===== config.mk =====
export PLATFORM = sky130hd
export DESIGN_NAME = mem_bus_requester
export DESIGN_NICKNAME = d
export VERILOG_FILES = /design/src/rtl/mem_bus_requester.sv
export SDC_FILE = /design/constraint.sdc
export NUM_CORES = 1
export LEC_CHECK = 0
export CAP_MARGIN = 20
export CORE_AREA = 3 3 184 186
export DETAILED_ROUTE_END_ITERATION = 16
export DIE_AREA = 0 0 187 189
export HOLD_SLACK_MARGIN = 0.12
export PLACE_DENSITY_LB_ADDON = 0.05
export SYNTH_ARGS = -nofsm -noshare
export SYNTH_HDL_FRONTEND = slang
export SYNTH_SLANG_ARGS = --single-unit

===== constraint.sdc =====
create_clock -name clock -period 3.7 [get_ports clock]
set_input_delay 0.925 -clock clock [delete_from_list [all_inputs] [get_ports clock]]
set_output_delay 0.925 -clock clock [all_outputs]
set_load 0.05 [all_outputs]

===== src/rtl/mem_bus_requester.sv =====
// rtl/mem_bus_requester.sv - two-client line load/store initiator for the unified memory bus
//
// Arbitrates 64-bit line requests from client 0 (D-cache, priority) and
// client 1 (I-cache, starvation-protected), drives the proc2mem bus
// combinationally, tracks in-flight loads by memory tag and routes returning
// load data back to the owning client.
//
// Ports:
//   clock, reset          system clock, synchronous active-high reset
//   req_valid/is_store    per-client request valid and store select
//   req_addr/req_data     per-client byte address (packed 2 x XLEN) and store data (2 x 64)
//   req_ready             per-client acceptance, combinational
//   rsp_valid/client/     registered load return: owner, line address, data
//     addr/data
//   store_ack             per-client one-cycle pulse after a store is accepted
//   outstanding_cnt       number of loads in flight
//   stray_tag             sticky: a returned tag matched no in-flight load
//   proc2mem_*            bus command (NONE/LOAD/STORE), line address, store data
//   mem2proc_response     accept tag for the current command, 0 = rejected
//   mem2proc_tag/data     returning load tag (0 = none) and its data

module mem_bus_requester #(
    parameter int OUTSTANDING  = 4,
    parameter int STARVE_LIMIT = 4,
    parameter int XLEN         = 32
) (
    input  logic                        clock,
    input  logic                        reset,
    input  logic [1:0]                  req_valid,
    input  logic [1:0]                  req_is_store,
    input  logic [2*XLEN-1:0]           req_addr,
    input  logic [127:0]                req_data,
    output logic [1:0]                  req_ready,
    output logic                        rsp_valid,
    output logic                        rsp_client,
    output logic [XLEN-1:0]             rsp_addr,
    output logic [63:0]                 rsp_data,
    output logic [1:0]                  store_ack,
    output logic [$clog2(OUTSTANDING):0] outstanding_cnt,
    output logic                        stray_tag,
    output logic [1:0]                  proc2mem_command,
    output logic [XLEN-1:0]             proc2mem_addr,
    output logic [63:0]                 proc2mem_data,
    input  logic [3:0]                  mem2proc_response,
    input  logic [63:0]                 mem2proc_data,
    input  logic [3:0]                  mem2proc_tag
);

    localparam int CW = $clog2(OUTSTANDING) + 1;
    localparam int IW = (OUTSTANDING > 1) ? $clog2(OUTSTANDING) : 1;
    localparam int SW = $clog2(STARVE_LIMIT + 1);

    localparam logic [1:0] BUS_NONE  = 2'd0;
    localparam logic [1:0] BUS_LOAD  = 2'd1;
    localparam logic [1:0] BUS_STORE = 2'd2;

    // In-flight load table
    logic [OUTSTANDING-1:0] ent_valid_q, ent_valid_d;
    logic [3:0]             ent_tag_q    [OUTSTANDING];
    logic [3:0]             ent_tag_d    [OUTSTANDING];
    logic                   ent_client_q [OUTSTANDING];
    logic                   ent_client_d [OUTSTANDING];
    logic [XLEN-1:3]        ent_line_q   [OUTSTANDING];
    logic [XLEN-1:3]        ent_line_d   [OUTSTANDING];

    logic [CW-1:0]   cnt_q, cnt_d;
    logic [SW-1:0]   starve_q, starve_d;
    logic            rsp_valid_q, rsp_valid_d;
    logic            rsp_client_q, rsp_client_d;
    logic [XLEN-1:3] rsp_line_q, rsp_line_d;
    logic [63:0]     rsp_data_q, rsp_data_d;
    logic [1:0]      store_ack_q, store_ack_d;
    logic            stray_q, stray_d;

    // Arbitration and bus drive
    logic [1:0]      elig;
    logic            win_valid;
    logic            win_sel;
    logic            win_store;
    logic [XLEN-1:3] win_line;
    logic [63:0]     win_data;
    logic            accept;
    logic            load_acc;

    // The low three address bits never reach the bus.
    logic unused_addr_bits;
    assign unused_addr_bits = ^{req_addr[XLEN+2:XLEN], req_addr[2:0]};

    always_comb begin
        for (int i = 0; i < 2; i++) begin
            elig[i] = req_valid[i] & (req_is_store[i] | (cnt_q < CW'(OUTSTANDING)));
        end
        // Client 1 wins when client 0 is not eligible, or once it has been
        // passed over STARVE_LIMIT times in a row.
        win_sel   = elig[1] & ((starve_q == SW'(STARVE_LIMIT)) | ~elig[0]);
        win_valid = ~reset & (|elig);
        win_store = win_sel ? req_is_store[1] : req_is_store[0];
        win_line  = win_sel ? req_addr[2*XLEN-1:XLEN+3] : req_addr[XLEN-1:3];
        win_data  = win_sel ? req_data[127:64] : req_data[63:0];
        accept    = win_valid & (mem2proc_response != 4'd0);
        load_acc  = accept & ~win_store;

        proc2mem_command = BUS_NONE;
        proc2mem_addr    = '0;
        proc2mem_data    = '0;
        req_ready        = 2'b00;
        if (win_valid) begin
            proc2mem_command = win_store ? BUS_STORE : BUS_LOAD;
            proc2mem_addr    = {win_line, 3'b000};
            proc2mem_data    = win_store ? win_data : 64'd0;
        end
        if (accept) begin
            req_ready = win_sel ? 2'b10 : 2'b01;
        end
    end

    // Tag match and free-slot search, both against pre-update table state,
    // so a slot freed this cycle is never the one reallocated this cycle.
    logic          hit;
    logic [IW-1:0] hit_idx;
    logic [IW-1:0] alloc_idx;
    logic          alloc_found;

    always_comb begin
        hit         = 1'b0;
        hit_idx     = '0;
        alloc_found = 1'b0;
        alloc_idx   = '0;
        for (int i = 0; i < OUTSTANDING; i++) begin
            if (!hit && ent_valid_q[i] && mem2proc_tag != 4'd0 && ent_tag_q[i] == mem2proc_tag) begin
                hit     = 1'b1;
                hit_idx = IW'(i);
            end
            if (!alloc_found && !ent_valid_q[i]) begin
                alloc_found = 1'b1;
                alloc_idx   = IW'(i);
            end
        end
    end

    always_comb begin
        ent_valid_d  = ent_valid_q;
        ent_tag_d    = ent_tag_q;
        ent_client_d = ent_client_q;
        ent_line_d   = ent_line_q;
        rsp_valid_d  = hit;
        rsp_client_d = rsp_client_q;
        rsp_line_d   = rsp_line_q;
        rsp_data_d   = rsp_data_q;
        stray_d      = stray_q | ((mem2proc_tag != 4'd0) & ~hit);
        store_ack_d  = 2'b00;
        starve_d     = starve_q;

        if (hit) begin
            ent_valid_d[hit_idx] = 1'b0;
            rsp_client_d         = ent_client_q[hit_idx];
            rsp_line_d           = ent_line_q[hit_idx];
            rsp_data_d           = mem2proc_data;
        end

        // Load eligibility guarantees a free slot exists when load_acc is set.
        if (load_acc && alloc_found) begin
            ent_valid_d[alloc_idx]  = 1'b1;
            ent_tag_d[alloc_idx]    = mem2proc_response;
            ent_client_d[alloc_idx] = win_sel;
            ent_line_d[alloc_idx]   = win_line;
        end

        if (accept && win_store) begin
            store_ack_d = win_sel ? 2'b10 : 2'b01;
        end

        cnt_d = cnt_q + CW'(load_acc) - CW'(hit);

        // A rejected command leaves the starvation counter where it was.
        if (!win_valid) begin
            starve_d = '0;
        end else if (accept) begin
            if (win_sel || !elig[1]) begin
                starve_d = '0;
            end else begin
                starve_d = starve_q + SW'(1);
            end
        end
    end

    always_ff @(posedge clock) begin
        if (reset) begin
            ent_valid_q  <= '0;
            for (int i = 0; i < OUTSTANDING; i++) begin
                ent_tag_q[i]    <= '0;
                ent_client_q[i] <= 1'b0;
                ent_line_q[i]   <= '0;
            end
            cnt_q        <= '0;
            starve_q     <= '0;
            rsp_valid_q  <= 1'b0;
            rsp_client_q <= 1'b0;
            rsp_line_q   <= '0;
            rsp_data_q   <= '0;
            store_ack_q  <= 2'b00;
            stray_q      <= 1'b0;
        end else begin
            ent_valid_q  <= ent_valid_d;
            ent_tag_q    <= ent_tag_d;
            ent_client_q <= ent_client_d;
            ent_line_q   <= ent_line_d;
            cnt_q        <= cnt_d;
            starve_q     <= starve_d;
            rsp_valid_q  <= rsp_valid_d;
            rsp_client_q <= rsp_client_d;
            rsp_line_q   <= rsp_line_d;
            rsp_data_q   <= rsp_data_d;
            store_ack_q  <= store_ack_d;
            stray_q      <= stray_d;
        end
    end

    assign rsp_valid       = rsp_valid_q;
    assign rsp_client      = rsp_client_q;
    assign rsp_addr        = {rsp_line_q, 3'b000};
    assign rsp_data        = rsp_data_q;
    assign store_ack       = store_ack_q;
    assign outstanding_cnt = cnt_q;
    assign stray_tag       = stray_q;

endmodule


# Word level (Yosys, flattened, before mapping)
# Index checks and enable logic that the tools add are counted.
# word_totals
reg_bits	244
# classes
reduce_logical	34
n_addsub	3
bitwise	22
n_eq_ne	5
muxes	46
order_cmp	8
# ops
op	count
$mux W64	3
$bwmux W116	1
$mux W29	4
$bmux W29 S2	1
$demux W29 S2	1
$mux W32	1
$logic_and A1 B1 Y1	19
$bwmux W16	1
$eq A4 B4 Y1	4
$mux W1	16
$mux W2	8
$mux W4	3
$logic_not A1 Y1	9
$demux W4 S2	1
$reduce_bool A4 Y1	2
$and A1 B1 Y1	7
$demux W1 S2	3
$ge A3 B3 Y1 const B	2
$lt A2 B3 Y1 const B	2
$not A1 Y1	6
$not A2 Y3	2
$reduce_or A2 Y1	3
$and A4 B4 Y4	1
$bwmux W4	1
other kinds (13)	17

# Logic depth before layout (Yosys ltp)
# Gate-level depths: netlist of the first run.
# logic_depth
ltp_word	28
mapped_depth	16

# Least setup slack after synthesis of the first run
# OpenSTA, ideal clock, no wires.
# synth_timing
path_kind	input to output
startpoint	input port req_is_store[0]
endpoint	output port proc2mem_data[16]
stages	7
path_slack_ps	-390
path_buffers	3
arrival_time_ps	3165
t_required_ps	2775
cell_sequence	nand2b_1 a311oi_1 buf_2 clkbuf_1 buf_1 nand2_1 a21oi_1
# synth_between
elab_chain_cells	8
# synth_lines
item	line	rtl
from (decl)	30	input logic [1:0] req_is_store,
$or A1 B1 Y1	91	elig[i] = req_valid[i] & (req_is_store[i] | (cnt_q < CW'(OUTSTANDING)));
$and A1 B1 Y1	91	
$not A1 Y1	95	win_sel = elig[1] & ((starve_q == SW'(STARVE_LIMIT)) | ~elig[0]);
$or A1 B1 Y1	95	
$and A1 B1 Y1	95	
$mux W64 or $mux W1 (tied branches)	99, 97	
$mux W64	110	proc2mem_data = win_store ? win_data : 64'd0;
$mux W64 (*)	107	if (win_valid) begin
to (decl)	43	output logic [63:0] proc2mem_data,
# Every way passes the cells marked *; elsewhere a longest branch is shown, timed or not.

# Final worst setup path of the first run
# layout_timing
startpoint	input port req_is_store[1]
endpoint	output port proc2mem_data[16]
# layout_between
elab_chain_cells	6
# layout_lines
item	line
$or A1 B1 Y1	91
$and A1 B1 Y1	91
$and A1 B1 Y1	95
$mux W64 or $mux W1 (tied branches)	99, 97
$mux W64	110
$mux W64 (*)	107
# Marks and branches as above.

==> results of run 1 <==
routing by layer:
metal  vias to the layer above  global-route usage, %  part of all wire, %
met1                      5196                  27.42                   42
met4                         0                  4.711                  1.9
met2                       298                  40.14                   51
met3                        48                  4.462                  5.2
met5                         -                      0                    0
li1                       5551                      -                    -
report_power, final:
part	leakage [uW]	total (uW)	switching [uW]	internal [uW]
logic	0.00413	1620	893	723
registers	0.00197	2730	37.4	2690
clock network	0.000445	2660	1060	1600
total	0.00655	7000	1990	5010
final cells by class:
type	count	area, um2
Inverter	10	38.79
Tap cell	442	553.0
Fill cell	2934	14100
Sequential cell	244	4885
Multi-Input combinational cell	961	6075
Timing Repair Buffer	564	5911
Clock inverter	6	73.82
Clock buffer	42	822.0
cell usage in the layout (no fill, tap or decap), types with 8 or more instances in the layout:
master           count
a211oi_1           118
a21oi_1             79
a21oi_4             59
a221oi_1            28
buf_12              48
buf_4              128
buf_6               19
clkbuf_16           28
clkbuf_8             9
clkdlybuf4s50_1    359
dfxtp_1            244
inv_1                8
mux2i_1             35
nand2_1            286
nor2_1             183
nor2_2              21
nor3_1              31
o221a_2             30
xnor2_1             13
metrics by stage:
| step | setup WS [ns] | hold WS (ns) | power (uW) |
|---|---|---|---|
| after floorplan | -0.09409 | 0.4338 | 3629 |
| after global placement | -0.2671 | 0.4377 | 4345 |
| after detailed placement | -0.3028 | 0.4424 | 4360 |
| after CTS | 0.001347 | 0.4504 | 7093 |
| after global routing | 0.006194 | 0.4706 | 7283 |
| final | 0.1034 | 0.4475 | 7004 |
timing repair:
action	in CTS	in global routing
gates resized for setup	37	5
hold endpoints to repair	0	0
buffers inserted	6	0
pin swaps	1	1
setup endpoints to repair	95	78
cloned	2	1
worst paths after layout:
check,start,endpoint,slack (ns),cells past startpoint
worst max register to register,starve_q[0],outstanding_cnt[2],0.90,14
worst max-delay path,req_is_store[1],proc2mem_data[16],0.10,10
worst min-delay path,rsp_data[35],rsp_data[35],0.45,2
worst min register to register,rsp_data[35],rsp_data[35],0.45,2
registers in the layout (all words and copies together), names as in the netlist:
register,cells
ent_client_q,4
ent_line_q,116
ent_tag_q,16
ent_valid_q,4
outstanding_cnt,3
rsp_client,1
rsp_data,64
rsp_line_q,29
rsp_valid,1
starve_q,3
store_ack,2
stray_tag,1
cell families after synthesis:
kind of cell | synth area share, %
multiplexers | 4.166
flip-flops | 45.81
buffers and inverters | 5.409
AO/OA/AOI/OAI | 21.67
XOR/XNOR | 1.232
AND/OR/NAND/NOR | 21.02
other | 0.03517
adder cells (fa/ha/maj) | 0.6571
worst max-delay path, cell delays in order:
cell           delay (ns)
dlygate4sd2_1        0.23
nor2b_2              0.07
a311oi_4             0.27
buf_4                0.17
mux2_4               0.32
nand2b_4             0.20
buf_6                0.14
buf_4                0.15
a21oi_4              0.05
buf_12               0.15
==> metrics.csv, run 1 <==
stage,metric,value,unit
status,status,"finished, final reports clean",
clock_tree,"Reg clk slew, reported paths",0.06,ns
synthesis,number of synthesized register bits,244,
sta,clock skew,0.01455,ns
route,DR DRC count,0,
synthesis,cells after synthesis,1333,
floorplanning,initial core utilization,32.86,%
synthesis,leading post-synthesis cells by cell area,"dfxtp_1 46%, nand2_1 10%, a211oi_1 8.4%",
power_and_ir_drop,Peak VDD IR,0.0003327,V
sta,max-slew violations,0,
synthesis,cell with the most instances after synthesis,nand2_1,
clock_tree,CTS H-tree lvls,1,
power_and_ir_drop,PwrDens,381.6,nW/um2
clock_tree,Hold Buf Count CTS,0,
clock_tree,worst skew pair latency,0.54,ns
sta,setup TNS,0,ns
clock_tree,CTS tree,done,
route,DRT Wirelength,41.01,mm
finish,Area Overhead vs Synth,72.17,%
synthesis,count of cell types in the netlist,47,
finish,net total in the final layout,2083,
floorplanning,Die X,187,um
synthesis,most frequent cells after synthesis,"286 x nand2_1, 244 x dfxtp_1, 204 x nor2_1",
global_route,largest net degree at the start of global routing,187,
placement,placed cell area,17190,um2
finish,fin area,18360,um2
route,Avg Vias per Cell,4.889,
synthesis,Avg Inst Size Synth,7.999,um2
placement,DP Wirelength,28.89,mm
global_route,vias in the first global route,10620,
floorplanning,die area,35340,um2
placement,placed insts,2212,
floorplanning,Rows,66,
finish,layout cells sized above 1,21.29,%
placement,RePlAce Congestion,0.8763,
finish,fin util,56.57,%
synthesis,"area leader, netlist",dfxtp_1,
critical_path,CP Launch Type,primary input,
clock_tree,Max Root-Sink Buffers,3,
route,drt first pass iters,5,
critical_path,Crit Path Class,in -> out,
route,Via Count,11090,
critical_path,worst path required time,2.77,ns
synthesis,sequential fraction of the synthesis area,45.81,%
power_and_ir_drop,Lkg Pwr,0.006549,uW
synthesis,top_reg_cell synth,dfxtp_1,
critical_path,CP max FO,7,
floorplanning,die height,189,um
floorplanning,core area,32450,um2
global_route,GR Overflow Total,0,
worst_hold_path,Min-Delay Path Class,reg -> reg,
sta,clock period minus worst slack,3.597,ns
clock_tree,number of CTS-inserted buffers,27,
floorplanning,IO Pins,474,
sta,Final setup viols,0,
synthesis,Synth top area share,45.81,%
global_route,first-pass GRT wire length,63.69,mm
finish,fin cells,2269,
global_route,Tot GR Track Use,22.20,%
synthesis,"EDFF count, synth",0,
synthesis,post-synthesis async set-or-reset flop share,0,%
sta,Final Hold Vio Count,0,
sta,Relative slew margins,37.12,%
route,Post-DRT Antenna Nets,0,
finish,Diodes inserted,0,
sta,worst slew pin tran,0.9433,ns
critical_path,Crit. End Element,output port,
sta,period utilisation layout,97.21,%
sta,Max Fclk,0.2780,GHz
placement,PortBufs,461,
sta,RSZ-0062 raised after global routing,false,
clock_tree,Sink Count,244,
global_route,initial antenna violation count,0,
synthesis,Ys Warns,0,
job,Max Cap Violations,0,
clock_tree,clock root cell,clkbuf_16,
critical_path,critical path data arrival time,2.67,ns
synthesis,Synth Cell Area,10660,um2
route,DR iter-0 viols,556,
route,Avg WL per Cell,18.07,um
Note: power is estimated with default switching activity, not from simulation.
==> run 2, diff against run 1 <==
--- a/config.mk
+++ b/config.mk
@@ -6,9 +6,10 @@
 export NUM_CORES = 1
 export LEC_CHECK = 0
 export CAP_MARGIN = 20
-export CORE_AREA = 3 3 184 186
+export CORE_ASPECT_RATIO = 2
+export CORE_MARGIN = 3
+export CORE_UTILIZATION = 31
 export DETAILED_ROUTE_END_ITERATION = 16
-export DIE_AREA = 0 0 187 189
 export HOLD_SLACK_MARGIN = 0.12
 export PLACE_DENSITY_LB_ADDON = 0.05
 export SYNTH_ARGS = -nofsm -noshare
==> run 2 against run 1 <==
Compared with the run above: global-route usage is 0.18 points higher; wire length up 6.2%; critical path depth is 1 higher; fmax shrank 0.94%; largest power group unchanged; highest routed layer unchanged.
==> metrics.csv, run 2 (synthesis results as in run 1) <==
stage,metric,value,unit,change
global_route,largest net degree at the start of global routing,195,,was 187
placement,placed cell area,17530,um2,was 17190 um2
finish,Area Overhead vs Synth,74.18,%,was 72.17%
worst_hold_path,Min-Delay Path Class,reg -> reg,,unchanged
global_route,vias in the first global route,11010,,was 10.62k
sta,worst slew pin tran,1.122,ns,was 0.9433 ns
power_and_ir_drop,NetSw,2006,uW,was 1993 uW
finish,layout cells sized above 1,22.80,%,was 21.29%
sta,Max Fclk,0.2754,GHz,was 0.2780 GHz
finish,"commonest non-fill, non-tap cell in the layout",clkdlybuf4s50_1,,unchanged
sta,Relative slew margins,25.22,%,was 37.12%
global_route,GR Overflow Total,0,,unchanged
clock_tree,number of CTS-inserted buffers,24,,was 27
floorplanning,Rows,95,,was 66
finish,register area,4885,um2,unchanged
critical_path,worst path required time,2.77,ns,about the same
floorplanning,Die X,137.1,um,was 187 um
global_route,first-pass GRT wire length,64.20,mm,was 63.69 mm
floorplanning,die area,36790,um2,was 35340 um2
power_and_ir_drop,Lkg Pwr,0.006702,uW,was 0.006549 uW
finish,net total in the final layout,2118,,was 2083
clock_tree,Sink Count,244,,unchanged
finish,most frequent cells in the layout,"359 x clkdlybuf4s50_1, 285 x nand2_1, 244 x dfxtp_1",,"was 359 x clkdlybuf4s50_1, 286 x nand2_1, 244 x dfxtp_1"
route,Post-DRT Antenna Nets,0,,unchanged
floorplanning,core area,33760,um2,was 32450 um2
finish,Filler cells,3131,,was 2934
finish,Biggest register,ent_line_q,,unchanged
floorplanning,initial core utilization,31.59,%,was 32.86%
placement,DP Worst Slack,-0.3734,ns,was -0.3028 ns
clock_tree,CTS H-tree lvls,1,,unchanged
power_and_ir_drop,Pint,4939,uW,was 5011 uW
critical_path,Reg2Reg Launch Point,starve_q[0],,unchanged
critical_path,end of the critical path,proc2mem_data[51],,was proc2mem_data[16]
finish,max reg flops,116,,unchanged
power_and_ir_drop,PwrDens,374.0,nW/um2,was 381.6 nW/um2
critical_path,Register-to-Register Path Depth,15,,was 14
floorplanning,die height,268.3,um,was 189 um
finish,fin util,55.02,%,was 56.57%
clock_tree,CTS tree,done,,unchanged
power_and_ir_drop,sw frac,28.89,%,was 28.46%
sta,"Worst Setup Slack, final",0.06920,ns,was 0.1034 ns
critical_path,Crit Path Class,in -> out,,unchanged
clock_tree,clock root cell,clkbuf_16,,unchanged
sta,max-slew violations,0,,unchanged
finish,area of the multi-input gates,6083,um2,was 6075 um2
sta,clock skew,0.01451,ns,was 0.01455 ns
clock_tree,"Reg clk slew, reported paths",0.06,ns,about the same
clock_tree,worst skew pair latency,0.52,ns,was 0.54 ns
route,DR iter-0 viols,480,,was 556
finish,fin area,18570,um2,was 18360 um2
critical_path,CP max FO,7,,unchanged
power_and_ir_drop,clock share of power,36.4,%,was 38.0%
clock_tree,Max Root-Sink Buffers,3,,unchanged
power_and_ir_drop,power share of the combinational group,24.3,%,was 23.1%
sta,clock period minus worst slack,3.631,ns,was 3.597 ns
floorplanning,IO Pins,474,,unchanged
critical_path,critical path startpoint,req_is_store[1],,unchanged
route,DR DRC count,0,,unchanged
critical_path,R2R Path End,outstanding_cnt[2],,unchanged
global_route,Tot GR Track Use,22.39,%,was 22.20%
placement,DP Wirelength,31.55,mm,was 28.89 mm
job,Max Cap Violations,0,,unchanged
route,Via Count,11350,,was 11.09k
worst_hold_path,hold path cells,2,,unchanged
critical_path,CP Launch Type,primary input,,unchanged
route,drt first pass iters,5,,unchanged
placement,RePlAce Congestion,0.8406,,was 0.8763
sta,setup TNS,0,ns,unchanged
route,DRT Wirelength,43.56,mm,was 41.01 mm
critical_path,flop2flop setup slack,0.83,ns,was 0.90 ns
sta,period utilisation layout,98.13,%,was 97.21%
global_route,initial antenna violation count,3,,was 0
clock_tree,Hold Buf Count CTS,0,,unchanged
status,status,"finished, final reports clean",,unchanged
route,Avg WL per Cell,18.95,um,was 18.07 um
critical_path,critical path data arrival time,2.71,ns,was 2.67 ns
worst_hold_path,min-delay src,rsp_data[20],,was rsp_data[35]
sta,hold slack,0.4474,ns,was 0.4475 ns
power_and_ir_drop,sequential power share,39.3,%,was 39.0%
route,Avg Vias per Cell,4.936,,was 4.889
critical_path,Crit. End Element,output port,,unchanged
power_and_ir_drop,Peak VDD IR,0.0002901,V,was 0.0003327 V
placement,PortBufs,461,,unchanged
sta,Final setup viols,0,,unchanged
sta,Final Hold Vio Count,0,,unchanged
==> run 2: layer usage <==
metal | wire, um | up-vias | track usage (%)
met4 | 1431 | 0 | 8.531
met3 | 2848 | 72 | 3.653
met5 | 0 | - | 0
li1 | - | 5620 | -
met2 | 23420 | 388 | 41.85
met1 | 15860 | 5268 | 24.89
==> run 2: area by class of cell <==
| cell class | count | area share, % |
|---|---|---|
| Antenna cell | 3 | 0.04042 |
| Clock buffer | 34 | 3.820 |
| Tap cell | 436 | 2.937 |
| Inverter | 10 | 0.2088 |
| Clock inverter | 9 | 0.5592 |
| Sequential cell | 244 | 26.30 |
| Timing Repair Buffer | 602 | 33.38 |
| Multi-Input combinational cell | 961 | 32.75 |
==> run 2: worst min-delay path by stage <==
stage	endpoint	slack, ns
2_1_floorplan	ent_client_q[1]	0.43
3_3_place_gp	rsp_data[19]	0.44
3_5_place_dp	rsp_data[7]	0.44
4_1_cts	rsp_data[7]	0.45
5_1_grt	rsp_data[30]	0.46
6_report	rsp_data[20]	0.45
==> run 2: what timing repair did <==
item,in CTS,in global routing
pin swaps,1,1
gates resized for setup,20,6
setup endpoints to repair,97,47
buffers inserted,7,1
cloned,3,0
==> run 2: through the flow <==
stage / std cells / power (uW)
floorplan: 1338 / 3629
global placement: 2242 / 4419
detailed placement: 2242 / 4436
CTS: 2295 / 7034
global route: 2299 / 7221
finish: 2299 / 6945
==> run 2: power groups by stage <==
stage	combinational [uW]	clock (uW)	sequential (uW)
after floorplan	793	0	2840
after global placement	1640	0	2780
after CTS	1700	2600	2730
after global routing	1790	2700	2730
final	1690	2530	2730
after detailed placement	1650	0	2790
==> run 2: worst max-delay path, stage by stage <==
cell and delay, ns:
clkdlybuf4s15_1 0.20, nor2b_2 0.07, a311oi_4 0.28, buf_4 0.17, mux2_4 0.17, nand2b_4 0.12, buf_12 0.16, buf_16 0.13
buf_12 0.13, a21oi_4 0.18, buf_12 0.17
==> run 3, diff against run 2 <==
--- a/config.mk
+++ b/config.mk
@@ -7,7 +7,6 @@
 export LEC_CHECK = 0
 export CAP_MARGIN = 20
 export CORE_ASPECT_RATIO = 2
-export CORE_MARGIN = 3
 export CORE_UTILIZATION = 31
 export DETAILED_ROUTE_END_ITERATION = 16
 export HOLD_SLACK_MARGIN = 0.12
==> run 3 against run 2 <==
Compared with the run above: design area rose by 0.26%; sequential cell count did not move; first-iteration DRC count grew 6.5%; clock power shrank 4%; power fell by 1.6%; sequential share of layout area is 0.067 points lower; non-clock buffer count decreased by 8; fmax hardly changed; largest power group unchanged; die area shrank 4.4%; register-to-register slack better by 0.15 ns; worst hold slack gained 0.0027 ns; global-route usage rose by 0.63 points.
==> metrics.csv, run 3 (synthesis results as in run 1) <==
stage,metric,value,unit,change
worst_hold_path,hold path cells,2,,unchanged
clock_tree,Sink Count,244,,unchanged
power_and_ir_drop,sequential power share,39.9,%,was 39.3%
power_and_ir_drop,Pint,4829,uW,was 4939 uW
clock_tree,CTS H-tree lvls,1,,unchanged
global_route,initial antenna violation count,4,,was 3
floorplanning,die area,35190,um2,was 36790 um2
critical_path,Register-to-Register Path Depth,13,,was 15
floorplanning,core area,33760,um2,unchanged
finish,Filler cells,3159,,was 3131
global_route,GR Overflow Total,0,,unchanged
finish,fin cells,2293,,was 2299
route,M1 WL,15.34,mm,was 15.86 mm
finish,layout cells sized above 1,22.56,%,was 22.80%
clock_tree,worst skew pair latency,0.54,ns,was 0.52 ns
critical_path,worst path required time,2.77,ns,about the same
critical_path,Crit Path Class,in -> out,,unchanged
critical_path,"delay-heaviest family, CP",buffers and inverters,,unchanged
sta,Relative slew margins,24.88,%,was 25.22%
global_route,vias in the first global route,11000,,was 11.01k
floorplanning,die height,264.3,um,was 268.3 um
critical_path,CP max stage cell,a311oi_4,,unchanged
power_and_ir_drop,Lkg Pwr,0.006673,uW,was 0.006702 uW
critical_path,max incr delay on CP,0.37,ns,was 0.28 ns
placement,placed insts,2232,,was 2242
finish,area of the multi-input gates,6132,um2,was 6083 um2
route,met2 wire length,24.43,mm,was 23.42 mm
route,routed wl met3,2.198,mm,was 2.848 mm
sta,max-slew violations,0,,unchanged
clock_tree,CTS tree,done,,unchanged
clock_tree,number of CTS-inserted buffers,24,,unchanged
route,Via Count,11280,,was 11.35k
finish,"commonest non-fill, non-tap cell in the layout",clkdlybuf4s50_1,,unchanged
critical_path,R2R Path End,outstanding_cnt[2],,unchanged
finish,register area,4885,um2,unchanged
worst_hold_path,min-delay src,rsp_data[11],,was rsp_data[20]
sta,Final Hold Vio Count,0,,unchanged
critical_path,CP max FO,20,,was 7
placement,RePlAce Congestion,0.8339,,was 0.8406
power_and_ir_drop,Peak VDD IR,0.0003365,V,was 0.0002901 V
route,Post-DRT Antenna Nets,0,,unchanged
global_route,Tot GR Track Use,23.02,%,was 22.39%
power_and_ir_drop,sw frac,29.33,%,was 28.89%
finish,max reg flops,116,,unchanged
sta,clock period minus worst slack,3.630,ns,was 3.631 ns
critical_path,worst path cell trace,"clkdlybuf4s15_1, nand2b_4, a311oi_4, buf_6, buf_12, mux2i_2, buf_4, nor2_1, buf_4",,"was clkdlybuf4s15_1, nor2b_2, a311oi_4, buf_4, mux2_4, nand2b_4, buf_12, buf_16, buf_12, a21oi_4, buf_12"
route,drt first pass iters,5,,unchanged
floorplanning,initial core utilization,31.59,%,unchanged
route,DR iter-0 viols,511,,was 480
critical_path,flop2flop setup slack,0.98,ns,was 0.83 ns
floorplanning,IO Pins,474,,unchanged
job,Max Cap Violations,0,,unchanged
worst_hold_path,"Endpoint, Worst Hold",rsp_data[11],,was rsp_data[20]
power_and_ir_drop,NetSw,2005,uW,was 2006 uW
sta,clock skew,0.02598,ns,was 0.01451 ns
finish,fin util,55.16,%,was 55.02%
clock_tree,"Reg clk slew, reported paths",0.06,ns,about the same
route,Avg WL per Cell,18.71,um,was 18.95 um
placement,PortBufs,461,,unchanged
critical_path,most used cell along the critical path,buf_4,,was buf_12
floorplanning,Die X,133.1,um,was 137.1 um
power_and_ir_drop,power share of the combinational group,24.6,%,was 24.3%
power_and_ir_drop,clock share of power,35.5,%,was 36.4%
sta,Final setup viols,0,,unchanged
route,DR DRC count,0,,unchanged
floorplanning,Rows,95,,unchanged
sta,worst slew pin tran,1.127,ns,was 1.122 ns
worst_hold_path,Min-Delay Path Class,reg -> reg,,unchanged
finish,Area Overhead vs Synth,74.63,%,was 74.18%
critical_path,CP Buf/Inv Count,5,,was 6
global_route,first-pass GRT wire length,63.16,mm,was 64.20 mm
sta,period utilisation layout,98.10,%,was 98.13%
finish,most frequent cells in the layout,"359 x clkdlybuf4s50_1, 286 x nand2_1, 244 x dfxtp_1",,"was 359 x clkdlybuf4s50_1, 285 x nand2_1, 244 x dfxtp_1"
critical_path,Crit. End Element,output port,,unchanged
placement,DP Wirelength,30.38,mm,was 31.55 mm
critical_path,CP Launch Type,primary input,,unchanged
finish,net total in the final layout,2110,,was 2118
critical_path,Reg2Reg Launch Point,ent_tag_q[7],,was starve_q[0]
route,Avg Vias per Cell,4.919,,was 4.936
critical_path,critical path data arrival time,2.70,ns,was 2.71 ns
global_route,largest net degree at the start of global routing,207,,was 195
route,DRT Wirelength,42.90,mm,was 43.56 mm
finish,Biggest register,ent_line_q,,unchanged
sta,Max Fclk,0.2755,GHz,was 0.2754 GHz
sta,hold slack,0.4502,ns,was 0.4474 ns
route,Max Used Layer,met4,,unchanged
power_and_ir_drop,PwrDens,367.0,nW/um2,was 374.0 nW/um2
clock_tree,clock root cell,clkbuf_16,,unchanged
clock_tree,Max Root-Sink Buffers,3,,unchanged
sta,RSZ-0062 raised after global routing,false,,
status,status,"finished, final reports clean",,unchanged
## run 3: tightest hold or removal path: stages (launching register included)
cell and delay [ns]:
dfxtp_1 0.31, nand2_1 0.05, a21oi_1 0.05
## run 3: how the worst max path moves through the flow
stage | cells after the start | slack (ns) | startpoint | end
4_1_cts | 9 | 0.002 | req_is_store[0] | proc2mem_data[25]
6_report | 9 | 0.07 | req_is_store[0] | proc2mem_addr[5]
5_1_grt | 9 | 0.0001 | req_is_store[0] | proc2mem_command[1]
3_5_place_dp | 8 | -0.38 | req_is_store[0] | proc2mem_addr[25]
3_3_place_gp | 9 | -0.37 | req_is_store[0] | proc2mem_addr[4]
2_1_floorplan | 7 | -0.09 | req_is_store[0] | proc2mem_command[1]
## run 3: stage by stage
stage	instance area [um2]	setup slack, ns	TNS, ns	power, uW
final	18620	0.07046	0	6834
after CTS	18420	0.002176	0	6887
after global routing	18620	0.0001370	0	7109
after floorplan	11460	-0.09409	-1.008	3629
after global placement	17430	-0.3654	-23.14	4383
after detailed placement	17430	-0.3831	-27.02	4398
## run 3: layout make-up
type	count	area share, %
Timing Repair Buffer	594	33.42
Multi-Input combinational cell	961	32.93
Sequential cell	244	26.23
Clock buffer	38	3.938
Tap cell	436	2.930
Clock inverter	6	0.2889
Inverter	10	0.2083
Antenna cell	4	0.05376
## run 3: timing repair
item                       in CTS  in global routing
hold buffers                    0                  0
buffers inserted                6                  0
setup endpoints to repair      95                 60
resized for setup              23                 14
gates cloned                    2                  5
pin swaps                       1                  1
## run 3: power groups by stage
stage	combinational [uW]	clock, uW	sequential (uW)
finish	1680	2420	2730
detailed placement	1610	0	2790
global route	1780	2600	2730
CTS	1660	2500	2730
floorplan	793	0	2840
global placement	1600	0	2780
## run 3: layer usage
| layer | up-vias | track usage (%) |
|---|---|---|
| met5 | - | 0 |
| met4 | 0 | 6.726 |
| met3 | 43 | 3.646 |
| met2 | 340 | 46.27 |
| met1 | 5286 | 23.71 |
| li1 | 5611 | - |
==> patch 1, RTL diff (config.mk and constraints of run 3) <==
`STARVE_LIMIT`: 4 -> 2.
--- a/src/rtl/mem_bus_requester.sv
+++ b/src/rtl/mem_bus_requester.sv
@@ -21,7 +21,7 @@
 
 module mem_bus_requester #(
     parameter int OUTSTANDING  = 4,
-    parameter int STARVE_LIMIT = 4,
+    parameter int STARVE_LIMIT = 2,
     parameter int XLEN         = 32
 ) (
     input  logic                        clock,
Formal check against the unedited RTL: not equivalent (Yosys sat finds a counterexample within 4 cycles, from zero or initial values and one cycle with reset high).
==> patch 1 against run 3 <==
Cell area shrank 6.6%. Wire length rose by 3.7%. Setup slack better by 0.059 ns. Clock power increased by 5%. Register-to-register slack got worse by 0.09 ns. Synthesized area up 2.8%. Sequential cell count shrank 1. Total power decreased by 0.31%. Hold slack got worse by 0.0012 ns. Critical endpoint is now proc2mem_data[36].
==> patch 1: results (changes against run 3) <==
Run status
  • Status: finished, final reports clean

Power
  • Worst vdd ir: 347 uV (+3.1%)
  • Total clock network power: 2.55 mW (+5%)
  • P_sw: 2.00 mW (about the same)
  • Pleak: 6.41 nW (-4.0%)

Critical path
  • CP max FO: 18 (-10%)
  • Crit path to: proc2mem_data[36]
  • Crit path DAT: 2.65 ns (-0.05 ns)

Detailed routing
  • Drt first-iter violations: 685 (+34%)
  • Vias: 11.6k (+2.8%)

Hold path
  • HP Start: rsp_data[62]

Timing
  • Hold WS: 0.449 ns (-0.00117 ns)
  • Worst-margin pin slew: 1.16 ns (+0.0367 ns)

Placed design
  • Area after DPL: 16,500 um2 (-5.5%)
  • Placer Congestion: 0.802 (-3.8%)
  • Post-Place Setup Slack: -0.338 ns (+0.0449 ns)

GRT
  • Number of global-route vias before repair: 10.9k (-1.3%)
  • Largest net degree at the start of global routing: 223 (+7.7%)

Logic synthesis
  • Sequential-to-total area share from yosys stat: 0.444 (-0.0142)
  • Syn Inst Count: 1,382 (+3.7%)
  • Top cells by count, synth: 263 x nand2_1, 243 x dfxtp_1, 207 x nor2_1
  • Synth area leaders: dfxtp_1 44%, nand2_1 9.0%, a211oi_1 8.1%

Layout
  • Final #Nets: 2,128 (+0.85%)
  • Layout cells sized above 1: 0.164 (-0.0613)
  • Fillers: 3,474 (+10%)
patch 1: changes by cell type in the layout (fill, tap and decap cells not counted), sizes merged, moves of 5 or more:
cell,delta
a21oi,-10
a221oi,-28
a222oi,+28
buf,-12
clkbuf,-11
mux2i,+9
nand2,-23
nand3,+29
nor2,+5
nor3,+28
o221a,-29
o31ai,+28
patch 1: worst max-delay path: stages:
cell and delay, ns:
dlygate4sd2_1 0.24, nor2b_2 0.06, buf_4 0.14, o221ai_4 0.17, a21boi_2 0.09, or2_4 0.28
buf_6 0.14, buf_12 0.15, a21oi_2 0.20, buf_4 0.24
patch 1: what timing repair did:
action | CTS | global route
pin swaps | 5 | 0
buffers inserted | 3 | 0
endpoints found under the setup margin | 94 | 4
gates resized for setup | 20 | 2
cloned | 1 | 0
patch 1: cell type report:
class / instances / share of cell area
Tap cell: 445 / 0.0320
Clock inverter: 10 / 0.00820
Inverter: 10 / 0.00223
Timing Repair Buffer: 579 / 0.318
Sequential cell: 243 / 0.280
Multi-Input combinational cell: 996 / 0.322
Clock buffer: 31 / 0.0378
Antenna cell: 2 / 0.000288
patch 1: routing by layer:
metal  up-vias  routed length (um)  track usage
li1       5730                   -            -
met1      5367               17200        0.265
met2       446               23100        0.436
met3        52                3120       0.0455
met4         2                 980       0.0714
met5         -                  13            0
patch 1: cell families (layout without fill, tap and decap cells):
| group | count (synthesis) | count (layout) | share of synthesized area |
|---|---|---|---|
| xor+xnor | 15 | 15 | 0.0120 |
| other cells | 1 | 8 | 0.000342 |
| buf+inv | 148 | 630 | 0.0648 |
| simple gates | 591 | 591 | 0.223 |
| fa+ha+maj | 4 | 4 | 0.00525 |
| mux | 50 | 50 | 0.0457 |
| compound gates | 330 | 330 | 0.205 |
| flops | 243 | 243 | 0.444 |
==> patch 2, RTL diff (settings of run 3) <==
Without the edit above. Put one more register stage on the output `outstanding_cnt`, with the module's reset. The value now appears one clock later. The other outputs are not delayed to match.
--- a/src/rtl/mem_bus_requester.sv
+++ b/src/rtl/mem_bus_requester.sv
@@ -221,7 +221,13 @@
     assign rsp_addr        = {rsp_line_q, 3'b000};
     assign rsp_data        = rsp_data_q;
     assign store_ack       = store_ack_q;
-    assign outstanding_cnt = cnt_q;
+    always_ff @(posedge clock) begin
+        if (reset) begin
+            outstanding_cnt <= '0;
+        end else begin
+            outstanding_cnt <= cnt_q;
+        end
+    end
     assign stray_tag       = stray_q;
 
 endmodule
Function: changed (Yosys sat finds a counterexample within 4 cycles, from zero or initial values and one cycle with reset high).
==> patch 2 against run 3 <==
Total power up 4.2%. Synthesized area up 2.1%. Sequential cell count up 3. Cell area up 0.42%. Clock skew down 0.0055 ns. Utilization down 0.92 points. Setup slack worse by 0.014 ns. Wire length up 3.3%. Global-route usage up 0.76 points. Synthesized cell count up 3.6%.
==> patch 2: results (changes against run 3) <==
Logic synthesis
  • Synth area leaders: dfxtp_1 45%, nand2_1 11%, a21oi_1 8.3%
  • Post-synthesis mux area share: 0.0362 (-0.00546)
  • FFs w/ async S/R, synth: 0 (unchanged)
  • Top cells by count, synth: 325 x nand2_1, 247 x dfxtp_1, 180 x a21oi_1
  • Post-synth cell types: 48 (+2.1%)
  • Syn Inst Count: 1,381 (+3.6%)
  • Post-Synth Adder-Cell Area: 0.00643 (-0.000137)
  • Synth Area in XOR/XNOR: 0.0129 (+0.000548)
  • Sequential-to-total area share from yosys stat: 0.454 (-0.00401)

GRT
  • Largest net degree at the start of global routing: 217 (+4.8%)
  • Antenna violations before repair: 1 (-3)
  • GRT Util Overall: 0.238 (+0.00758)
  • Number of global-route vias before repair: 11.3k (+2.3%)
  • Global-route wire length before repair: 65.8 mm (+4.2%)
  • Met3 Use GR: 0.0401 (+0.00367)
  • Met2 GRT Util: 0.437 (-0.0254)
  • Met1 usage: 0.269 (+0.0320)

Layout
  • Max reg flops: 116 (unchanged)
  • Antenna cells: 0 (-4)
  • Top reg by flops: ent_line_q
  • Layout cells sized above 1: 0.189 (-0.0364)

Detailed routing
  • Drt first-iter violations: 534 (+4.5%)
  • Max Used Layer: met5
  • Met2 WL post-DR: 22.9 mm (-6.1%)
  • WL/cell: 19.1 um (+2.2%)
  • Met3 WL: 2.62 mm (+19%)
  • Met1 Wirelength: 17.2 mm (+12%)
  • Via/cell ratio: 5.00 (+1.6%)

Power
  • Pleak: 6.62 nW (-0.73%)
  • Worst vdd ir: 378 uV (+12%)
  • Pint: 5.10 mW (+5.7%)

Placed design
  • Area after DPL: 17,400 um2 (about the same)
  • Post-Place Setup Slack: -0.367 ns (+0.0157 ns)
  • Final HPWL DP: 31.0 mm (+1.9%)
  • Placer Congestion: 0.835 (+0.16%)

Critical path
  • R2R Path Start: starve_q[0]
  • Crit path DAT: 2.72 ns (+0.02 ns)
  • CP max FO: 10 (-50%)
  • Crit-path max cell delay: 0.30 ns (-0.07 ns)

Run status
  • Status: finished, final reports clean

Timing
  • Worst-margin pin slew: 1.15 ns (+0.0256 ns)

Hold path
  • HP Start: stray_tag
[patch 2: repair_timing]
item / in CTS / in global routing
buffers inserted: 12 / 0
gates resized for setup: 35 / 3
endpoints found under the setup margin: 97 / 2
pin swaps: 1 / 1
cloned: 4 / 1
[patch 2: path summary, 6_finish.rpt]
path / end / slack (ns) / cells after the start
worst max-delay path: proc2mem_addr[11] / 0.06 / 10
worst min-delay path: stray_tag / 0.44 / 2
worst max register to register: ent_line_q[47] / 0.74 / 13
worst min register to register: stray_tag / 0.44 / 2
[patch 2: power by group through the flow]
stage	Combinational [mW]	Sequential (mW)	Clock, mW
2_1_floorplan	0.786	2.84	0
3_3_place_gp	1.57	2.81	0
3_5_place_dp	1.58	2.82	0
4_1_cts	1.67	2.76	2.77
5_1_grt	1.76	2.76	2.86
6_report	1.67	2.76	2.70
[patch 2: cell type report]
type,count,area [um2]
fill,3244,15800
clock inverter,11,194
sequential,247,4940
clock buffer,30,663
inverter,11,41.3
timing repair buffer,580,6170
multi-input combinational,998,6130
tap,441,552
